[config.mk]
export PLATFORM = sky130hd
export DESIGN_NAME = sprite_drawer
export DESIGN_NICKNAME = d
export VERILOG_FILES = /design/src/rtl/sprite_pkg.sv /design/src/rtl/sprite_scan_counter.sv /design/src/rtl/sprite_drawer.sv
export SDC_FILE = /design/constraint.sdc
export NUM_CORES = 1
export LEC_CHECK = 0
export BUFFER_PORTS_ARGS = -buffer_cell sky130_fd_sc_hd__buf_2
export CAP_MARGIN = 15
export CELL_PAD_IN_SITES_DETAIL_PLACEMENT = 0
export CELL_PAD_IN_SITES_GLOBAL_PLACEMENT = 1
export CORE_UTILIZATION = 25
export CTS_CLUSTER_DIAMETER = 200
export DETAILED_ROUTE_END_ITERATION = 6
export GPL_TIMING_DRIVEN = 0
export PLACE_DENSITY_LB_ADDON = 0.2
export REMOVE_ABC_BUFFERS = 1
export SYNTH_ARGS = -nofsm -noshare
export SYNTH_HDL_FRONTEND = slang
export SYNTH_SLANG_ARGS = --single-unit
[constraint.sdc]
create_clock -name clk -period 4.5 [get_ports clk]
set_clock_uncertainty 0.05 [all_clocks]
set_input_delay 0.225 -clock clk [delete_from_list [all_inputs] [get_ports clk]]
set_output_delay 0.225 -clock clk [all_outputs]
set_load 0.01 [all_outputs]
[src/rtl/sprite_pkg.sv]
// Shared types and constants for the sprite rasteriser.
package sprite_pkg;
  typedef enum logic [1:0] {IDLE, DRAW, DONE} state_t;

  localparam int COLOUR_W = 3;

  localparam logic [COLOUR_W-1:0] BLACK   = 3'b000;
  localparam logic [COLOUR_W-1:0] MAGENTA = 3'b101;
  localparam logic [COLOUR_W-1:0] WHITE   = 3'b111;
endpackage

[src/rtl/sprite_scan_counter.sv]
// Column/row raster counter; 'last' flags the bottom-right pixel of the sprite.
module sprite_scan_counter #(
  parameter int SPRITE_W = 5,
  parameter int SPRITE_H = 4,
  localparam int CW = (SPRITE_W > 1) ? $clog2(SPRITE_W) : 1,
  localparam int RW = (SPRITE_H > 1) ? $clog2(SPRITE_H) : 1
) (
  input  logic          clk,
  input  logic          reset,
  input  logic          clear,
  input  logic          advance,
  output logic [CW-1:0] col,
  output logic [RW-1:0] row,
  output logic          last
);
  logic col_end, row_end;

  assign col_end = (col == CW'(SPRITE_W - 1));
  assign row_end = (row == RW'(SPRITE_H - 1));
  assign last    = col_end && row_end;

  always_ff @(posedge clk) begin
    if (reset || clear) begin
      col <= '0;
      row <= '0;
    end else if (advance) begin
      if (col_end) begin
        col <= '0;
        row <= row_end ? '0 : row + 1'b1;
      end else begin
        col <= col + 1'b1;
      end
    end
  end
endmodule

[src/rtl/sprite_drawer.sv]
// Sprite rasteriser: latches a bitmap on start and emits one framebuffer write per cycle.
// Optional macro SPRITE_TRANSPARENT_EN suppresses writes of clear bitmap bits (non-erase).
module sprite_drawer
  import sprite_pkg::*;
#(
  parameter int SPRITE_W = 5,
  parameter int SPRITE_H = 4,
  parameter int X_W      = 8,
  parameter int Y_W      = 7
) (
  input  logic                         clk,
  input  logic                         reset,
  input  logic                         start,
  input  logic                         erase,
  input  logic [X_W-1:0]               base_x,
  input  logic [Y_W-1:0]               base_y,
  input  logic [SPRITE_W*SPRITE_H-1:0] bitmap,
  input  logic [COLOUR_W-1:0]          colour_fg,
  input  logic [COLOUR_W-1:0]          colour_bg,
  input  logic                         stall,
  output logic [X_W-1:0]               x,
  output logic [Y_W-1:0]               y,
  output logic [COLOUR_W-1:0]          colour,
  output logic                         write_en,
  output logic                         busy,
  output logic                         done
);
  localparam int NPIX = SPRITE_W * SPRITE_H;
  localparam int CW   = (SPRITE_W > 1) ? $clog2(SPRITE_W) : 1;
  localparam int RW   = (SPRITE_H > 1) ? $clog2(SPRITE_H) : 1;
  localparam int IW   = $clog2(NPIX + 1);

  state_t                state;
  logic [X_W-1:0]        base_x_q;
  logic [Y_W-1:0]        base_y_q;
  logic [NPIX-1:0]       bitmap_q, bitmap_sh;
  logic [COLOUR_W-1:0]   fg_q, bg_q;
  logic                  erase_q;
  logic [CW-1:0]         col;
  logic [RW-1:0]         row;
  logic                  last, accept, advance, pix_bit, mask;
  logic [IW-1:0]         pix_idx;

  assign accept  = (state == IDLE) && start;
  assign advance = (state == DRAW) && !stall;

  sprite_scan_counter #(.SPRITE_W(SPRITE_W), .SPRITE_H(SPRITE_H)) u_scan (
    .clk     (clk),
    .reset   (reset),
    .clear   (accept),
    .advance (advance),
    .col     (col),
    .row     (row),
    .last    (last)
  );

  always_ff @(posedge clk) begin
    if (reset) begin
      state    <= IDLE;
      base_x_q <= '0;
      base_y_q <= '0;
      bitmap_q <= '0;
      fg_q     <= BLACK;
      bg_q     <= BLACK;
      erase_q  <= 1'b0;
    end else begin
      unique case (state)
        IDLE: if (start) begin
          state    <= DRAW;
          base_x_q <= base_x;
          base_y_q <= base_y;
          bitmap_q <= bitmap;
          fg_q     <= colour_fg;
          bg_q     <= colour_bg;
          erase_q  <= erase;
        end
        DRAW:    if (!stall && last) state <= DONE;
        DONE:    state <= IDLE;
        default: state <= IDLE;
      endcase
    end
  end

  // Shift rather than index so the select stays width-clean for any sprite size.
  assign pix_idx   = IW'(row) * IW'(SPRITE_W) + IW'(col);
  assign bitmap_sh = bitmap_q >> pix_idx;
  assign pix_bit   = bitmap_sh[0];

`ifdef SPRITE_TRANSPARENT_EN
  assign mask = erase_q || pix_bit;
`else
  assign mask = 1'b1;
`endif

  assign x        = base_x_q + X_W'(col);
  assign y        = base_y_q + Y_W'(row);
  assign colour   = (erase_q || !pix_bit) ? bg_q : fg_q;
  assign write_en = advance && mask;
  assign busy     = (state != IDLE);
  assign done     = (state == DONE);
endmodule
==> results.txt, run 1 <==
----------------------------------------------------
[Worst setup path]
  Maximum fanout along the worst path ... 6
  Required time of the critical path ... approximately 4.2 ns
  Worst path most repeated cell ... sky130_fd_sc_hd__ha_1
  Critical path type ... flip-flop to primary output
  Largest incremental delay on the critical path ... 0.53 ns
  Critical path endpoint category ... primary output
  CP max-delay cell ... sky130_fd_sc_hd__fa_1
  Nature of the critical path startpoint ... flip-flop
  Cells along the critical path ... ha_1 > ha_1 > fa_1 > inv_1 > mux4_2 > a31oi_2 > o221ai_2 > mux2_1 > buf_2
  Data arrival time of the critical path ... 3.38 ns
  Setup slack on the worst flop-to-flop path ... ~2.9 ns

[Timing]
  Final Max Slew Viols ... 0
  Final setup vio count ... 0
  Setup repair after global routing missed its margin ... false
  Setup TNS ... 0 ns
  Hold Violations, Final ... 0
  Headroom to the max-slew limit ... 67.0%
  Timing-limited maximum frequency ... 274 MHz
  Period Utilization, post-route ... 81.2%
  Worst Tran Pin Value ... 0.494 ns
  Minimum clock period after layout ... 3.66 ns

[Power and ir drop]
  Power density cells ... between 300 and 400 nW/um^2
  Power share of the clock group ... 35.7%
  Worst-case vdd ir drop ... 0.128 mV
  Internal power consumption ... 0.680 mW
  Share of total power in combinational logic ... 11.8%
  Register share of total power ... 52.4%
  Overall power after layout ... 0.904 mW
  Static leakage ... 1.33 nW
  Net Sw Frac ... between 20 and 25%
  Sw power ... 0.224 mW

[Worst hold path]
  Hold Path Class ... input pin to flip-flop

[Route]
  DRC violation total after the first TritonRoute iteration ... 34
  Wire length per cell ... ~13 um
  Total iterations of the first detailed-routing run ... 4
  DRC violation count after routing ... 0
  Antenna Nets Post-Route ... 0
  Total via count in the routed design ... 1736
  Number of vias per cell after detailed routing ... roughly 4.6
  Post-Route WL ... 4.97 mm

[Floorplanning]
  Starting density of the core ... 25.8%
  DIE HEIGHT ... 96.6 um
  Floorplan row count ... 34
  Die span in x ... between 90 and 100 um
  Area of the placeable core ... 8680 sq um
  Boundary pin count ... 67
  Total Die Area ... 9330 sq um

[Yosys]
  Sequential element share of the synthesized area ... 43.9%
  Warning count from the yosys run ... 0
  #FFs+latches synth ... 49
  Number of standard cells after synthesis ... between 200 and 250
  Average footprint of a synthesized cell ... 10.8 sq um
  Netlist Area Pre-Place ... 2240 sq um
  Synth cell types ... 34

[Finish]
  Fin area ... 2830 sq um
  Fraction of final layout cells with drive strength greater than 1 ... between 30% and 40%
  Register Area ... 981 sq um
  Layout Nets ... 335
  Count of antenna diodes in the layout ... 0
  Area overhead of the layout relative to synthesis ... 26.6%
  Multi-input gate area ... about 1200 sq um
  Layout filler cell count ... 942

[Clock network]
  Number of H-tree levels ... 2
  Num CTS Buffers ... 5
  CTS clk-pin slew, worst paths ... 0.10 ns
  TritonCTS clock tree ... yes
  Resize count post-CTS ... 0
  Number of buffers added for setup after CTS ... 0
  Post-CTS Hold Fix Bufs ... 0
  Worst-case clock buffer depth ... 2
  Num Clock Sinks ... 49
  Later-pin clock latency in the skew report ... 0.30 ns
  Clk root buf ... sky130_fd_sc_hd__clkbuf_8

[Global routing]
  Gr usage total ... 11.3%
  Number of global-route vias before repair ... 1671
  Overflow after GRT ... 0
  Largest net degree at the start of global routing ... 31
  First-pass GRT wire length ... 8.14 mm
  Number of antenna violations at the first check in global routing ... 0

[Place]
  IO Port Bufs ... 66
  Estimated wirelength of the detail-placed design ... 3.60 mm
  Cell area after placement ... 2720 sq um
  Routability Congestion ... ~0.65

[Outcome]
  Outcome ... complete, no violations

[Flow run]
  Reported max-cap violation count ... 0

----------------------------------------------------
flip-flops by register name, summed over array words and instances (netlist names):
name        cells
erase_q         1
u_scan.col      3
bg_q            3
u_scan.row      2
state           2
base_y_q        7
fg_q            3
base_x_q        8
bitmap_q       20
per-stage QoR:
stage | utilization (%) | hold slack (ns) | instances | worst slack (ns)
floorplan | - | 0.258 | 197 | 1.52
global placement | 30.6 | 0.385 | 371 | 0.683
detailed placement | 31.3 | 0.386 | 373 | 1.13
CTS | 32.6 | 0.0574 | 381 | 0.776
global route | 32.6 | 0.0433 | 381 | 0.640
finish | 32.6 | 0.0702 | 381 | 0.845
cell usage in the layout (no fill, tap or decap), drive strengths merged, types with 4 or more instances in the layout:
cell type  synthesis  routed
a21oi              9       9
mux2               4       4
buf                1      68
mux2i              7       7
inv                6       6
xor2               6       6
dfxtp             49      49
clkbuf             9       5
nor2              11      11
nand2             11      11
xnor2              5       5
o21ai              4       4
ha                14      14
a22o              42      42
path summary, 6_finish.rpt:
kind	to	start	cells after the start
worst min-delay path	bitmap_q[4]	bitmap[4]	2
worst max register to register	bitmap_q[8]	state[0]	5
worst min register to register	bg_q[0]	bg_q[0]	1
worst max-delay path	colour[2]	u_scan.row[1]	9
Yosys cell counts:
master,instances,share of area [%]
sky130_fd_sc_hd__nor2_1,11,1.8
sky130_fd_sc_hd__nand3b_1,1,0.34
sky130_fd_sc_hd__mux2i_1,7,3.1
sky130_fd_sc_hd__o311ai_1,1,0.39
sky130_fd_sc_hd__mux2_2,1,0.50
sky130_fd_sc_hd__a22o_1,42,16
sky130_fd_sc_hd__nand4_1,1,0.28
sky130_fd_sc_hd__inv_1,5,0.84
sky130_fd_sc_hd__dfxtp_1,49,44
sky130_fd_sc_hd__inv_2,1,0.17
sky130_fd_sc_hd__nand2_1,11,1.8
sky130_fd_sc_hd__fa_1,3,2.7
sky130_fd_sc_hd__a31o_1,1,0.39
sky130_fd_sc_hd__nand2b_1,3,0.84
sky130_fd_sc_hd__o221ai_2,1,0.67
sky130_fd_sc_hd__a31oi_2,1,0.56
sky130_fd_sc_hd__a21o_1,3,1.0
sky130_fd_sc_hd__a2111oi_0,1,0.39
sky130_fd_sc_hd__xnor2_1,5,2.0
sky130_fd_sc_hd__nand3_1,2,0.45
sky130_fd_sc_hd__a21oi_1,9,2.0
sky130_fd_sc_hd__mux4_2,2,2.0
sky130_fd_sc_hd__nor2b_1,2,0.56
sky130_fd_sc_hd__clkbuf_1,9,1.5
sky130_fd_sc_hd__buf_6,1,0.50
sky130_fd_sc_hd__nor3b_1,2,0.67
sky130_fd_sc_hd__and2_1,1,0.28
sky130_fd_sc_hd__mux2_1,3,1.5
sky130_fd_sc_hd__xor2_1,6,2.4
sky130_fd_sc_hd__o21ai_1,3,0.67
sky130_fd_sc_hd__o32ai_1,1,0.39
sky130_fd_sc_hd__and3_1,3,0.84
sky130_fd_sc_hd__ha_1,14,7.8
sky130_fd_sc_hd__o21ai_0,1,0.22
power groups by stage:
stage	logic, mW	clock network [mW]	registers [mW]
3_3_place_gp	0.104	0	0.484
5_1_grt	0.119	0.356	0.478
3_5_place_dp	0.109	0	0.484
2_1_floorplan	0.0599	0	0.480
6_report	0.107	0.323	0.474
4_1_cts	0.109	0.337	0.474
metal layers:
layer / GRT usage [%] / up-vias / wire [um]
met5: 0 / - / 0
met4: 3.43 / 0 / 61
met3: 3.29 / 5 / 255
met2: 16.8 / 42 / 2110
met1: 15.7 / 789 / 2550
li1: - / 900 / -
cell families (layout without fill, tap and decap cells):
| logic type | Yosys count | count (layout) | synth area share (%) |
|---|---|---|---|
| xor+xnor | 11 | 11 | 4.31 |
| compound gates | 64 | 64 | 23.2 |
| fa+ha+maj | 17 | 17 | 10.5 |
| mux | 13 | 13 | 7.16 |
| flops | 49 | 49 | 43.9 |
| buf+inv | 16 | 82 | 3.02 |
| simple gates | 37 | 37 | 7.95 |
worst max-delay path, delay by kind of cell, from the launching register on:
family / cells / cell delay (ns)
buffers and inverters: 2 / 0.30
DFF: 1 / 0.50
muxes: 2 / 0.87
AOI/OAI and AO/OA: 2 / 0.35
adders and majority gates: 3 / 1.05
area by class of cell:
cell class | instances | share of cell area [%]
Timing Repair Buffer | 68 | 13.1
Inverter | 6 | 0.796
Clock buffer | 5 | 2.43
Tap cell | 108 | 4.77
Sequential cell | 49 | 34.7
Multi-Input combinational cell | 142 | 42.6
Clock inverter | 3 | 1.64
(Power assumes the default switching activity.)
==> run 2, diff against run 1 <==
- ABC_AREA: default -> 1
- clock period: 4.5 -> 3.83 ns (I/O delays scaled with it)
==> run 2 against run 1 <==
Compared with the run above:
- worst setup slack gained 0.027 ns
- total power grew 13%
- clock power shrank 3%
- global-route usage grew 0.67 points
- area after synthesis grew 11%
- critical path depth grew 5
- non-clock buffer count shrank 2
- register-to-register slack lost 1.2 ns
- sequential share of layout area shrank 2.0 points
- clock-buffer cell count grew 2
- combinational power grew 45%
- critical path type unchanged
- largest power group unchanged
==> results.txt, run 2 <==
----------------------------------------------------
[Outcome]
  Outcome ... complete, no violations (unchanged)

[Route]
  DRC violation count after routing ... 0 (unchanged)
  Total iterations of the first detailed-routing run ... 4 (unchanged)
  Antenna Nets Post-Route ... 0 (unchanged)
  Number of vias per cell after detailed routing ... 4.22 (was 4.56)
  Wire length per cell ... 11.1 um (was 13.0 um)
  Total via count in the routed design ... 2225 (was 1736)
  DRC violation total after the first TritonRoute iteration ... 49 (was 34)
  Post-Route WL ... 5.87 mm (was 4.97 mm)

[Global routing]
  Overflow after GRT ... 0 (unchanged)
  Number of antenna violations at the first check in global routing ... 0 (unchanged)
  Gr usage total ... 12.0% (was 11.3%)
  First-pass GRT wire length ... 9.64 mm (was 8.14 mm)
  Number of global-route vias before repair ... 2117 (was 1671)
  Largest net degree at the start of global routing ... 39 (was 31)

[Timing]
  Setup repair after global routing missed its margin ... false (unchanged)
  Setup TNS ... 0 ns (unchanged)
  Hold Violations, Final ... 0 (unchanged)
  Worst Tran Pin Value ... 0.756 ns (was 0.494 ns)
  Period Utilization, post-route ... between 70% and 80%
  Worst hold slack after final layout ... 0.0728 ns (was 0.0702 ns)
  Minimum clock period after layout ... 2.96 ns
  Headroom to the max-slew limit ... 49.6% (was 67.0%)
  Final setup vio count ... 0 (unchanged)
  Timing-limited maximum frequency ... 338 MHz
  Final Max Slew Viols ... 0 (unchanged)

[Clock network]
  Worst-case clock buffer depth ... 2 (unchanged)
  Clk root buf ... sky130_fd_sc_hd__clkbuf_8 (unchanged)
  Post-CTS Hold Fix Bufs ... 0 (unchanged)
  TritonCTS clock tree ... yes (unchanged)
  Resize count post-CTS ... 0 (unchanged)
  Number of buffers added for setup after CTS ... 0 (unchanged)
  Later-pin clock latency in the skew report ... 0.30 ns (about the same)
  CTS clk-pin slew, worst paths ... 0.09 ns (was 0.10 ns)
  Num Clock Sinks ... 49 (unchanged)
  Num CTS Buffers ... 5 (unchanged)
  Number of H-tree levels ... 2 (unchanged)

[Yosys]
  Number of standard cells after synthesis ... 337 (was 207)
  Netlist Area Pre-Place ... 2480 sq um (was 2240 sq um)
  Area share of the largest cell type after synthesis ... 39.5% (was 43.9%)
  Prevailing post-synth register cell ... sky130_fd_sc_hd__dfxtp_1 (unchanged)
  Sequential element share of the synthesized area ... 39.5% (was 43.9%)
  Area contributors post-synth ... sky130_fd_sc_hd__dfxtp_1 (40%), sky130_fd_sc_hd__nand2_1 (17%), sky130_fd_sc_hd__a21oi_1 (8.7%) (was sky130_fd_sc_hd__dfxtp_1 (44%), sky130_fd_sc_hd__a22o_1 (16%), sky130_fd_sc_hd__ha_1 (7.8%))
  Average footprint of a synthesized cell ... 7.36 sq um (was 10.8 sq um)
  #FFs+latches synth ... 49 (unchanged)
  Biggest area consumer among synthesized cells ... sky130_fd_sc_hd__dfxtp_1 (unchanged)
  Share of flip-flops with an asynchronous set or reset after synthesis ... 0% (unchanged)
  Count of flip-flops with a built-in enable after synthesis ... 0 (unchanged)
  Cell with the most instances after synthesis ... sky130_fd_sc_hd__nand2_1 (was sky130_fd_sc_hd__dfxtp_1)
  Warning count from the yosys run ... 0 (unchanged)
  Synth cell types ... 29 (was 34)
  Post-synth top cells ... sky130_fd_sc_hd__nand2_1 (115), sky130_fd_sc_hd__dfxtp_1 (49), sky130_fd_sc_hd__a21oi_1 (43) (was sky130_fd_sc_hd__dfxtp_1 (49), sky130_fd_sc_hd__a22o_1 (42), sky130_fd_sc_hd__ha_1 (14))

[Worst setup path]
  Critical path endpoint category ... primary output (unchanged)
  Nature of the critical path startpoint ... flip-flop (unchanged)
  Setup slack on the worst flop-to-flop path ... 1.64 ns (was 2.87 ns)
  Maximum fanout along the worst path ... 6 (unchanged)
  Required time of the critical path ... 3.59 ns (was 4.22 ns)
  Length in cells of the worst reg-to-reg path ... 6 (was 5)
  Data arrival time of the critical path ... 2.72 ns (was 3.38 ns)
  Capturing instance or port of the critical path ... colour[2] (unchanged)
  Reg2Reg Launch Point ... state[0] (unchanged)
  Critical path type ... flip-flop to primary output (unchanged)
  RR Endpoint ... base_y_q[5] (was bitmap_q[8])
  Critical Path Start ... u_scan.row[1] (unchanged)

[Finish]
  Top register by number of flip-flops ... bitmap_q (unchanged)
  Commonest cells after routing, fill and taps aside ... sky130_fd_sc_hd__nand2_1 (115), sky130_fd_sc_hd__buf_2 (66), sky130_fd_sc_hd__dfxtp_1 (49), sky130_fd_sc_hd__a21oi_1 (43), sky130_fd_sc_hd__inv_1 (32) (was sky130_fd_sc_hd__buf_2 (66), sky130_fd_sc_hd__dfxtp_1 (49), sky130_fd_sc_hd__a22o_1 (42), sky130_fd_sc_hd__ha_1 (14), sky130_fd_sc_hd__nand2_1 (11))
  Layout Nets ... 461 (was 335)
  Count of antenna diodes in the layout ... 0 (unchanged)
  Layout filler cell count ... 1070 (was 942)
  Fraction of final layout cells with drive strength greater than 1 ... 21.9% (was 30.8%)
  Largest registers ... bitmap_q x20, base_x_q x8, base_y_q x7 (unchanged)
  Utilization of the core after routing ... 31.9% (was 32.6%)
  Most frequent standard cell in the layout excluding fill and tap cells ... sky130_fd_sc_hd__nand2_1 (was sky130_fd_sc_hd__buf_2)
  Area overhead of the layout relative to synthesis ... 21.0% (was 26.6%)
  Number of flip-flops under the largest register name ... 20 (unchanged)

[Place]
  Estimated wirelength of the detail-placed design ... 4.14 mm (was 3.60 mm)
  Routability Congestion ... 0.725 (was 0.654)
  IO Port Bufs ... 66 (unchanged)

[Floorplanning]
  DIE HEIGHT ... 102 um (was 96.6 um)
  Starting density of the core ... 26.4% (was 25.8%)
  Boundary pin count ... 67 (unchanged)
  Die span in x ... 102 um (was 96.6 um)
  Floorplan row count ... 35 (was 34)
  Total Die Area ... 10300 sq um (was 9330 sq um)
  Area of the placeable core ... 9420 sq um (was 8680 sq um)

[Power and ir drop]
  Power density cells ... 342 nW/um^2 (was 319 nW/um^2)
  Worst-case vdd ir drop ... 0.105 mV (was 0.128 mV)
  Static leakage ... 1.46 nW (was 1.33 nW)

[Worst hold path]
  Hold Path Class ... input pin to flip-flop (unchanged)

[Flow run]
  Reported max-cap violation count ... 0 (unchanged)

----------------------------------------------------
run 2: cell count changes after synthesis, moves of 4 or more:
cell / delta
sky130_fd_sc_hd__nor3_1: +4
sky130_fd_sc_hd__o22ai_1: +8
sky130_fd_sc_hd__nor2_1: -6
sky130_fd_sc_hd__inv_1: +27
sky130_fd_sc_hd__a21oi_1: +34
sky130_fd_sc_hd__xnor2_1: -5
sky130_fd_sc_hd__nand2_1: +104
sky130_fd_sc_hd__mux2i_1: -7
sky130_fd_sc_hd__nand3_1: +15
sky130_fd_sc_hd__a22o_1: -42
sky130_fd_sc_hd__xor2_1: +5
sky130_fd_sc_hd__buf_2: +4
run 2: final cells by class:
cell class,count,area (sq um),share of cell area [%]
inverter,36,135,4.50
timing repair buffer,66,330,11.0
multi-input combinational,240,1310,43.6
sequential,49,981,32.7
tap,129,161,5.38
clock buffer,7,86.3,2.88
run 2: cells by family after synthesis:
family	count (synthesis)	synth area share, %
xor gates and xnor gates	11	3.88
adders and majority gates	17	9.48
AOI/OAI and AO/OA	58	13.1
and+or+nand+nor	154	26.3
DFF	49	39.5
buffers and inverters	48	7.77
run 2: metrics by stage:
step	instance area, sq um	std cells	total power [mW]	setup slack [ns]
floorplan	2420	325	0.657	1.48
global placement	2920	520	0.727	1.18
detailed placement	2920	520	0.729	1.19
CTS	3000	527	1.05	0.817
global route	3000	527	1.10	0.601
finish	3000	527	1.03	0.871
run 2: per-layer routing:
metal,GRT usage (%),share of wire [%],vias up
met5,0,0,-
li1,-,-,1198
met3,2.35,4.2,8
met1,15.3,50,971
met4,4.68,1.5,0
met2,19.9,44,48
run 2: how the worst min path moves through the flow:
stage	from	to	slack (ns)	depth (start not counted)
after floorplan	reset	base_x_q[0]	0.21	1
after global placement	bitmap[10]	bitmap_q[10]	0.39	3
after detailed placement	bitmap[7]	bitmap_q[7]	0.40	3
after CTS	base_x[5]	base_x_q[5]	0.06	3
after global routing	base_x[5]	base_x_q[5]	0.06	3
final	base_y[2]	base_y_q[2]	0.07	3
run 2: worst max-delay path, cell delays in order, from the launching register on:
cell	delay, ns
sky130_fd_sc_hd__dfxtp_1	0.48
sky130_fd_sc_hd__ha_1	0.28
sky130_fd_sc_hd__ha_1	0.24
sky130_fd_sc_hd__fa_1	0.62
sky130_fd_sc_hd__inv_1	0.08
sky130_fd_sc_hd__nor2_1	0.10
sky130_fd_sc_hd__nand2_1	0.06
sky130_fd_sc_hd__nand2_1	0.06
sky130_fd_sc_hd__inv_1	0.04
sky130_fd_sc_hd__nand2_2	0.08
sky130_fd_sc_hd__nand2_4	0.06
sky130_fd_sc_hd__nand2_2	0.09
sky130_fd_sc_hd__nand2_1	0.05
sky130_fd_sc_hd__nand2_1	0.05
sky130_fd_sc_hd__buf_2	0.12
run 2: where the power goes:
group	switching [mW]	internal [mW]	leakage (nW)
Clock	0.170	0.144	0.0443
Sequential	0.0178	0.538	0.402
Combinational	0.0927	0.0628	1.01
==> run 3, diff against run 2 <==
- ABC_AREA: 1 -> 0
- clock period: 3.83 -> 2.7 ns (I/O delays scaled with it)
==> run 3 against run 2 <==
Compared with the run above:
- the run now ends with negative setup slack left
- total power up 53%
- sequential share of layout area down 3.3 points
- die area down 9.7%
- critical endpoint unchanged
==> results.txt, run 3 (same netlist as run 1, synthesis figures left out) <==
----------------------------------------------------
[Worst setup path]
  Required time of the critical path ... 2.52 ns (was 3.59 ns)
  Maximum fanout along the worst path ... 3 (was 6)
  Setup slack on the worst flop-to-flop path ... 1.07 ns (was 1.64 ns)
  Nature of the critical path startpoint ... flip-flop (unchanged)
  Critical path type ... flip-flop to primary output (unchanged)
  Data arrival time of the critical path ... 2.96 ns (was 2.72 ns)
  Worst path most repeated cell ... sky130_fd_sc_hd__ha_4 (was sky130_fd_sc_hd__nand2_1)
  Cells along the critical path ... ha_4 > ha_4 > fa_1 > inv_2 > mux4_2 > a31oi_4 > o221ai_4 > mux2_4 > buf_6 (was ha_1 > ha_1 > fa_1 > inv_1 > nor2_1 > nand2_1 > nand2_1 > inv_1 > nand2_2 > nand2_4 > nand2_2 > nand2_1 > nand2_1 > buf_2)
  Largest incremental delay on the critical path ... 0.53 ns (was 0.62 ns)
  CP max-delay cell ... sky130_fd_sc_hd__mux4_2 (was sky130_fd_sc_hd__fa_1)
  CP Buf/Inv Count ... 2 (was 3)
  Critical path endpoint category ... primary output (unchanged)
  Largest delay share family, worst path ... adder cells (unchanged)

[Finish]
  Utilization of the core after routing ... 39.0% (was 31.9%)
  Commonest cells after routing, fill and taps aside ... sky130_fd_sc_hd__buf_2 (63), sky130_fd_sc_hd__dfxtp_1 (44), sky130_fd_sc_hd__a22o_1 (42), sky130_fd_sc_hd__dlygate4sd3_1 (42), sky130_fd_sc_hd__nand2_1 (11) (was sky130_fd_sc_hd__nand2_1 (115), sky130_fd_sc_hd__buf_2 (66), sky130_fd_sc_hd__dfxtp_1 (49), sky130_fd_sc_hd__a21oi_1 (43), sky130_fd_sc_hd__inv_1 (32))
  Top register by number of flip-flops ... bitmap_q (unchanged)
  Largest registers ... bitmap_q x20, base_x_q x8, base_y_q x7 (unchanged)
  Fin area ... 3380 sq um (was 3000 sq um)
  Most frequent standard cell in the layout excluding fill and tap cells ... sky130_fd_sc_hd__buf_2 (was sky130_fd_sc_hd__nand2_1)
  Fraction of final layout cells with drive strength greater than 1 ... 31.7% (was 21.9%)
  Count of antenna diodes in the layout ... 0 (unchanged)
  Area overhead of the layout relative to synthesis ... 51.4% (was 21.0%)
  Number of flip-flops under the largest register name ... 20 (unchanged)
  Layout Nets ... 381 (was 461)

[Power and ir drop]
  Power density cells ... 462 nW/um^2 (was 342 nW/um^2)
  Worst-case vdd ir drop ... 0.216 mV (was 0.105 mV)
  Overall power after layout ... 1.56 mW (was 1.03 mW)
  Static leakage ... 1.53 nW (was 1.46 nW)

[Place]
  Routability Congestion ... 0.654 (was 0.725)
  Cell area after placement ... 2720 sq um (was 2920 sq um)
  Estimated wirelength of the detail-placed design ... 3.60 mm (was 4.14 mm)
  IO Port Bufs ... 66 (unchanged)

[Clock network]
  Clk root buf ... sky130_fd_sc_hd__clkbuf_8 (unchanged)
  Worst-case clock buffer depth ... 2 (unchanged)
  CTS clk-pin slew, worst paths ... 0.09 ns (about the same)
  Later-pin clock latency in the skew report ... 0.30 ns (about the same)
  TritonCTS clock tree ... yes (unchanged)
  Num CTS Buffers ... 5 (unchanged)
  Number of H-tree levels ... 2 (unchanged)
  Num Clock Sinks ... 49 (unchanged)

[Timing]
  Timing-limited maximum frequency ... 318 MHz
  Hold Violations, Final ... 0 (unchanged)
  Minimum clock period after layout ... between 3 and 4 ns
  Headroom to the max-slew limit ... 66.9% (was 49.6%)
  Worst setup slack after layout ... -0.446 ns (was 0.871 ns)
  Period Utilization, post-route ... 117%
  Worst Tran Pin Value ... 0.496 ns (was 0.756 ns)
  Setup repair after global routing missed its margin ... true (was false)
  Final setup vio count ... 3 (was 0)
  Final Max Slew Viols ... 0 (unchanged)

[Route]
  DRC violation total after the first TritonRoute iteration ... 33 (was 49)
  Wire length per cell ... 12.7 um (was 11.1 um)
  DRC violation count after routing ... 0 (unchanged)
  Number of vias per cell after detailed routing ... 4.47 (was 4.22)
  Total iterations of the first detailed-routing run ... 4 (unchanged)
  Post-Route WL ... 5.42 mm (was 5.87 mm)
  Antenna Nets Post-Route ... 0 (unchanged)
  Total via count in the routed design ... 1910 (was 2225)

[Outcome]
  Failing checks ... negative setup slack
  Outcome ... finished with violations (was complete, no violations)

[Global routing]
  Number of global-route vias before repair ... 1890 (was 2117)
  First-pass GRT wire length ... 9.01 mm (was 9.64 mm)
  Largest net degree at the start of global routing ... 31 (was 39)
  Number of antenna violations at the first check in global routing ... 0 (unchanged)
  Gr usage total ... 12.5% (was 12.0%)
  Overflow after GRT ... 0 (unchanged)

[Floorplanning]
  Boundary pin count ... 67 (unchanged)
  Die span in x ... 96.6 um (was 102 um)
  DIE HEIGHT ... 96.6 um (was 102 um)
  Starting density of the core ... 25.8% (was 26.4%)
  Area of the placeable core ... 8680 sq um (was 9420 sq um)
  Total Die Area ... 9330 sq um (was 10300 sq um)
  Floorplan row count ... 34 (was 35)

[Worst hold path]
  Hold Path Class ... input pin to flip-flop (unchanged)

[Flow run]
  Reported max-cap violation count ... 0 (unchanged)

----------------------------------------------------
-- run 3: cell types whose count changed in the layout (fill, tap and decap cells not counted), moves of 5 or more --
cell	change
sky130_fd_sc_hd__nand3_1	-15
sky130_fd_sc_hd__dfxtp_1	-5
sky130_fd_sc_hd__a22o_1	+42
sky130_fd_sc_hd__xnor2_1	+5
sky130_fd_sc_hd__a21oi_1	-35
sky130_fd_sc_hd__o22ai_1	-8
sky130_fd_sc_hd__dlygate4sd3_1	+42
sky130_fd_sc_hd__xor2_1	-5
sky130_fd_sc_hd__nand2_1	-104
sky130_fd_sc_hd__nor2_1	+5
sky130_fd_sc_hd__mux2i_1	+7
sky130_fd_sc_hd__inv_1	-28
-- run 3: stage by stage --
stage / hold WS, ns / setup TNS, ns / setup slack, ns / cells
6_report: 0.0764 / -1.33 / -0.446 / 427
5_1_grt: 0.0737 / -1.70 / -0.576 / 427
4_1_cts: 0.0684 / -1.50 / -0.501 / 427
3_5_place_dp: 0.296 / -1.73 / -0.583 / 373
3_3_place_gp: 0.295 / -48.29 / -1.12 / 371
2_1_floorplan: 0.168 / -0.580 / -0.193 / 197
-- run 3: repair_timing --
| action | 4_1_cts | 5_1_grt |
|---|---|---|
| hold buffers | 42 | 0 |
| pin swaps | 4 | 1 |
| endpoints found under the setup margin | 3 | 3 |
| endpoints found under the hold margin | 42 | 0 |
| resized for setup | 21 | 1 |
| buffers inserted | 4 | 0 |
-- run 3: routing by layer --
metal	track usage (%)	share of wire (%)	wire, um	vias to the layer above
li1	-	-	-	987
met1	16.9	50	2730	876
met2	19.8	45	2420	42
met3	3.05	3.9	213	5
met4	3.31	1.1	61	0
met5	0	0	0	-
-- run 3: final cells by class --
type | instances | area [sq um]
tap | 108 | 135
timing repair buffer | 114 | 840
sequential | 49 | 995
inverter | 6 | 22.5
multi-input combinational | 142 | 1280
clock inverter | 3 | 46.3
fill | 913 | 5290
clock buffer | 5 | 68.8
-- run 3: report_power, final --
part | switching (mW) | internal, mW | total, mW
Clock | 0.261 | 0.278 | 0.539
Sequential | 0.0281 | 0.760 | 0.788
Combinational | 0.0950 | 0.142 | 0.237
-- run 3: path summary, 6_finish.rpt --
check / start / to / cells after the start
setup / recovery: u_scan.row[1] / colour[2] / 9
hold / removal: reset / state[0] / 2
setup reg to reg: state[0] / bitmap_q[17] / 5
hold reg to reg: bitmap_q[11] / bitmap_q[11] / 1
